--- src/rtl/request_capture_unit.sv ---
// Request front end for the 4-input priority encoder: synchronizes requests, latches them as pending, and offers the winning code on a valid/ready handshake.
// Define REQ_EDGE_DETECT_EN for edge-triggered capture with overflow flags; level-sensitive otherwise.
`timescale 1ns/1ps

module request_capture_unit #(
  parameter int unsigned SYNC_STAGES = 2
) (
  input  logic       clk,
  input  logic       reset,
  input  logic [3:0] req_in,
  input  logic [3:0] mask,
  output logic [3:0] W,
  input  logic [1:0] code_in,
  input  logic       zero_in,
  output logic       irq_valid,
  output logic [1:0] irq_code,
  input  logic       irq_ready,
  output logic [3:0] overflow,
  input  logic       ovf_clear
);

  localparam int unsigned N_LINES = 4;

  typedef enum logic [1:0] {
    IDLE    = 2'd0,
    PRESENT = 2'd1,
    SETTLE  = 2'd2
  } state_t;

  state_t               state;
  logic [N_LINES-1:0]   sync_ff [SYNC_STAGES];
  logic [N_LINES-1:0]   sync;
  logic [N_LINES-1:0]   sync_d;
  logic [N_LINES-1:0]   req_event;
  logic [N_LINES-1:0]   pending;
  logic [N_LINES-1:0]   clr;
  logic                 handshake;

  // Synchronizer chain plus one delay flop for edge detection
  always_ff @(posedge clk) begin
    if (reset) begin
      for (int s = 0; s < int'(SYNC_STAGES); s++) begin
        sync_ff[s] <= '0;
      end
      sync_d <= '0;
    end else begin
      sync_ff[0] <= req_in;
      for (int s = 1; s < int'(SYNC_STAGES); s++) begin
        sync_ff[s] <= sync_ff[s-1];
      end
      sync_d <= sync;
    end
  end

  assign sync      = sync_ff[SYNC_STAGES-1];
  assign handshake = irq_valid & irq_ready;
  assign clr       = handshake ? (N_LINES'(1) << irq_code) : '0;
  assign W         = pending & mask;

`ifdef REQ_EDGE_DETECT_EN
  assign req_event = sync & ~sync_d;

  // Sticky overflow: a new event on a line that stays pending; a set beats the clear
  always_ff @(posedge clk) begin
    if (reset) begin
      overflow <= '0;
    end else begin
      overflow <= (ovf_clear ? '0 : overflow) | (req_event & pending & ~clr);
    end
  end
`else
  logic unused_level;

  assign req_event    = sync;
  assign overflow     = '0;
  assign unused_level = ^{sync_d, ovf_clear};
`endif

  // Set wins over the grant clear
  always_ff @(posedge clk) begin
    if (reset) begin
      pending <= '0;
    end else begin
      pending <= req_event | (pending & ~clr);
    end
  end

  // Offer FSM: capture in IDLE, hold through PRESENT, one SETTLE cycle after each grant
  always_ff @(posedge clk) begin
    if (reset) begin
      state     <= IDLE;
      irq_valid <= 1'b0;
      irq_code  <= 2'b00;
    end else begin
      case (state)
        IDLE: begin
          if (zero_in == 1'b0) begin
            irq_code  <= code_in;
            irq_valid <= 1'b1;
            state     <= PRESENT;
          end
        end
        PRESENT: begin
          if (irq_ready) begin
            irq_valid <= 1'b0;
            state     <= SETTLE;
          end
        end
        SETTLE: begin
          state <= IDLE;
        end
        default: begin
          irq_valid <= 1'b0;
          state     <= IDLE;
        end
      endcase
    end
  end

endmodule
--- config.mk ---
export PLATFORM = sky130hd
export DESIGN_NAME = request_capture_unit
export DESIGN_NICKNAME = d
export VERILOG_FILES = /design/src/rtl/request_capture_unit.sv
export SDC_FILE = /design/constraint.sdc
export NUM_CORES = 1
export LEC_CHECK = 0
export ABC_AREA = 1
export CELL_PAD_IN_SITES_DETAIL_PLACEMENT = 0
export CELL_PAD_IN_SITES_GLOBAL_PLACEMENT = 2
export CORE_MARGIN = 1
export CORE_UTILIZATION = 21
export DETAILED_ROUTE_END_ITERATION = 8
export PLACE_DENSITY = 0.78
export RECOVER_POWER = 50
export SLEW_MARGIN = 0
export SYNTH_ARGS = -nofsm -noshare
export SYNTH_HDL_FRONTEND = slang
export SYNTH_SLANG_ARGS = --single-unit
export TNS_END_PERCENT = 100
--- constraint.sdc ---
create_clock -name clk -period 1.1 [get_ports clk]
set_input_delay 0.22 -clock clk [delete_from_list [all_inputs] [get_ports clk]]
set_output_delay 0.22 -clock clk [all_outputs]
set_load 0.05 [all_outputs]
==> reports/summary.md <==
In this run the horizontal extent of the chip is 57.7 um. The peak supply drop is 0.371 mV. The top flip-flop cell by instance count after synthesis is sky130_fd_sc_hd__dfxtp_1. Dividing the detail-routed via count by the number of cells gives 3.62.

0 antenna diodes ended up in the layout. The endpoint required time on the critical path came out at 880 ps. Sequential elements use 52.3% of the synthesized area. For the number of slew-limit violations in the final report, the log shows 0. Across every metal layer, demand over resource in global routing totals 6.96%. After global routing the overflow that remains totals 0. The clock drives 17 sinks. The total number of yosys warnings was 0. The worst setup path is of the register to output pin kind.

The tools report the later-pin clock latency in the skew report as 280 ps. The area growth from synthesis to layout was 53.7%. After Yosys synthesis, and, or, nand and nor cells account for 21.3% of the synthesized area. The count of flip-flops with a built-in enable after synthesis is 0.

Derived from the worst setup path, the maximum achievable clock frequency is 921 MHz. The average size of a mapped cell was 7.23 sq um; the maximum buffer depth of the clock tree was 2. The setup slack of the critical path after layout was 14.0 ps. After synthesis the netlist holds a flip-flop and latch count of 17. The share of cells above drive strength 1 is 26.1%. The total of endpoints with negative setup slack in the final report is 0, and the power per standard cell area is 1280 nW/um^2. The detailed router placed 528 vias in this run. sky130_fd_sc_hd__dfxtp_1 takes more of the synthesized area than any other cell. The total number of placement rows is 19. The core region is 2850 sq um.

TritonCTS built the clock tree. In this run the worst path has a maximum fanout of 2. Between clock sinks in the finished design, the worst skew comes to 4.06 ps. The synthesized netlist devotes 0% of its cell area to adder and majority cells.

The die covers 3320 sq um. The run gives -94.0 ps as the setup slack after placement. For this configuration, the core starts out at a cell density of 22.8%. In this run the worst hold path is classified as register to register.

The final count of hold timing violations is 0, and the data arrival time of the critical path is 870 ps. At the end of routability-driven placement, the weighted congestion stood at 0.704. The type of element launching the critical path was a register. The maximum number of pins on one net before global-route repair came out at 12. For this run, the post-layout net count is 131. The synthesized netlist devotes 6.92% of its cell area to compound gates. In the final layout, the multi-input gates occupy 209 sq um.

The synthesized design devotes to its leading area cell type 52.3% of total area. After detailed routing, the number of remaining DRC violations is 2. Ranked by instance count, the synthesized netlist is headed by sky130_fd_sc_hd__inv_1, sky130_fd_sc_hd__nor2_1, sky130_fd_sc_hd__dfxtp_1. Summing the areas of all xor and xnor instances in the mapped netlist gives 0% of the synthesized area. The initial antenna violation count was 0. sky130_fd_sc_hd__inv_1 is the most common cell in the netlist. The launch instance of the worst register-to-register path was state[1]$_SDFFE_PP0P_. Detailed placement finished with a half-perimeter wire length of 836 um. For this run, the share of the core covered by cells in the final layout is 35.0%.

Port buffering added 20 buffers. The number of cells traversed by the worst register-to-register path was 4; the post-CTS setup buffer count was 0. Across all register-to-register paths, the minimum setup slack is 220 ps. The tools report the worst reg2reg path endpoint as irq_code[1]$_SDFFE_PP0P_. The worst setup path is captured at an output pin. The run finished, with violations left. Multiplexer cells account for 0% of the synthesized area. The clock transition at the register clock pins on the worst setup and hold paths after CTS came out at 100 ps. The tree is rooted in a sky130_fd_sc_hd__clkbuf_4. The tools report the initial detailed-routing violation count as 11.

The netlist area before placement was 651 sq um. In the post-synthesis netlist, the biggest area contributors are sky130_fd_sc_hd__dfxtp_1, sky130_fd_sc_hd__inv_1, sky130_fd_sc_hd__nor2_1, sky130_fd_sc_hd__nand2_1, sky130_fd_sc_hd__buf_4. In the synthesized netlist the async set-or-reset flop fraction comes to 0%.

The run gives 316 as the number of fillers in the final layout. Setup repair after global routing could not meet its margin everywhere. In the finished design, the share of the clock period the worst path needs comes to 98.7%. The leakage power was 0.465 nW.

The global-route wire length before repair was 1720 um. Following the worst setup path forward leads to its endpoint at W[2]. The design draws 1.28 mW.

The first detailed-routing pass took 6 iterations. TritonCTS created 3 clock buffers. The top-level I/O count was 26. The storage element area was 354 sq um; the routed length per instance was 7.09 um.

Number of distinct library cells after synthesis: 13. The number of hold buffers added after CTS was 0. The run gives 90 as the gate count of the mapped netlist. For the remaining antenna violation count after routing, the log shows 0.

The tools report the startpoint of the worst setup timing path as pending[2]$_SDFF_PP0_. In this run the vertical extent of the chip is 57.7 um. The max-capacitance violation count is 0, and the final critical-path required period is 1090 ps. After detailed routing, the total wire length is 1040 um. The checks that failed: design-rule violations.

After synthesis, the largest family of logic cells by area is simple AND/OR/NAND/NOR gates. The tools report the number of levels the H-tree was split into as 1. The via count of the first global-routing pass is 416.
==> metrics by stage <==
step	instances	TNS (ps)	hold WS [ps]	area [sq um]
2_1_floorplan	93	0	289	664
3_3_place_gp	142	-720	392	961
3_5_place_dp	142	-880	393	961
4_1_cts	146	-20.1	408	992
5_1_grt	146	-202	418	1000
6_report	146	0	405	1000
==> cells in the final DEF (no fill, tap or decap) <==
| cell | instances |
|---|---|
| sky130_fd_sc_hd__a21oi_1 | 5 |
| sky130_fd_sc_hd__buf_12 | 7 |
| sky130_fd_sc_hd__buf_4 | 1 |
| sky130_fd_sc_hd__clkbuf_1 | 2 |
| sky130_fd_sc_hd__clkbuf_4 | 3 |
| sky130_fd_sc_hd__clkdlybuf4s50_1 | 8 |
| sky130_fd_sc_hd__clkinv_2 | 1 |
| sky130_fd_sc_hd__clkinvlp_4 | 1 |
| sky130_fd_sc_hd__conb_1 | 4 |
| sky130_fd_sc_hd__dfxtp_1 | 10 |
| sky130_fd_sc_hd__dfxtp_2 | 5 |
| sky130_fd_sc_hd__dfxtp_4 | 2 |
| sky130_fd_sc_hd__dlygate4sd2_1 | 4 |
| sky130_fd_sc_hd__dlygate4sd3_1 | 1 |
| sky130_fd_sc_hd__inv_1 | 18 |
| sky130_fd_sc_hd__inv_2 | 4 |
| sky130_fd_sc_hd__nand2_1 | 10 |
| sky130_fd_sc_hd__nand2_2 | 5 |
| sky130_fd_sc_hd__nor2_1 | 18 |
| sky130_fd_sc_hd__nor2_2 | 1 |
| sky130_fd_sc_hd__nor4_1 | 1 |
| sky130_fd_sc_hd__o21ai_0 | 4 |
==> logic make-up (layout without fill, tap and decap cells) <==
family	after synthesis	in the layout
AO/OA/AOI/OAI	9	9
AND/OR/NAND/NOR	35	35
buffers and inverters	28	50
other	1	4
flip-flops	17	17
==> per-layer routing <==
layer,vias to the layer above,GRT usage [%],share of wire [%]
met5,-,0,0
met4,0,4.08,0
met3,0,3.13,11
met2,22,9.47,41
met1,206,9.05,48
li1,300,-,-
==> worst min path at each step <==
| stage | startpoint | end | slack [ps] | depth (start not counted) |
|---|---|---|---|---|
| 2_1_floorplan | reset | pending[0]$_SDFF_PP0_ | 290 | 1 |
| 3_3_place_gp | sync_ff[0][0]$_SDFF_PP0_ | sync_ff[0][4]$_SDFF_PP0_ | 390 | 2 |
| 3_5_place_dp | sync_ff[0][0]$_SDFF_PP0_ | sync_ff[0][4]$_SDFF_PP0_ | 390 | 2 |
| 4_1_cts | sync_ff[0][0]$_SDFF_PP0_ | sync_ff[0][4]$_SDFF_PP0_ | 410 | 2 |
| 5_1_grt | req_in[3] | sync_ff[0][3]$_SDFF_PP0_ | 420 | 3 |
| 6_report | sync_ff[0][0]$_SDFF_PP0_ | sync_ff[0][4]$_SDFF_PP0_ | 410 | 2 |
==> worst max-delay path: stages, from the launching register on <==
cell                      delay (ps)
sky130_fd_sc_hd__dfxtp_2         350
sky130_fd_sc_hd__nand2_2          50
sky130_fd_sc_hd__inv_2            60
sky130_fd_sc_hd__buf_12          130
==> state kept, by name, indices dropped and copies added (netlist names) <==
name	flops
sync_ff	8
irq_code	2
pending	4
state	2
irq_valid	1
==> power breakdown <==
| part | total, mW | switching [mW] | internal, mW |
|---|---|---|---|
| sequential | 0.681 | 0.0275 | 0.653 |
| combinational | 0.268 | 0.147 | 0.121 |
| clock | 0.331 | 0.193 | 0.138 |
| total | 1.28 | 0.367 | 0.913 |
==> layout make-up <==
cell class | instances | share of cell area [%]
Clock inverter | 1 | 0.751
Clock buffer | 3 | 2.25
Tap cell | 31 | 3.88
Multi-Input combinational cell | 48 | 20.9
Inverter | 23 | 8.76
Timing Repair Buffer | 23 | 28.0
Sequential cell | 17 | 35.4
==> timing repair <==
action | 4_1_cts | 5_1_grt
pin swaps | 4 | 3
cloned | 0 | 0
endpoints found under the setup margin | 5 | 6
hold endpoints to repair | 0 | 0
resized for setup | 13 | 6
(Power assumes the default switching activity.)
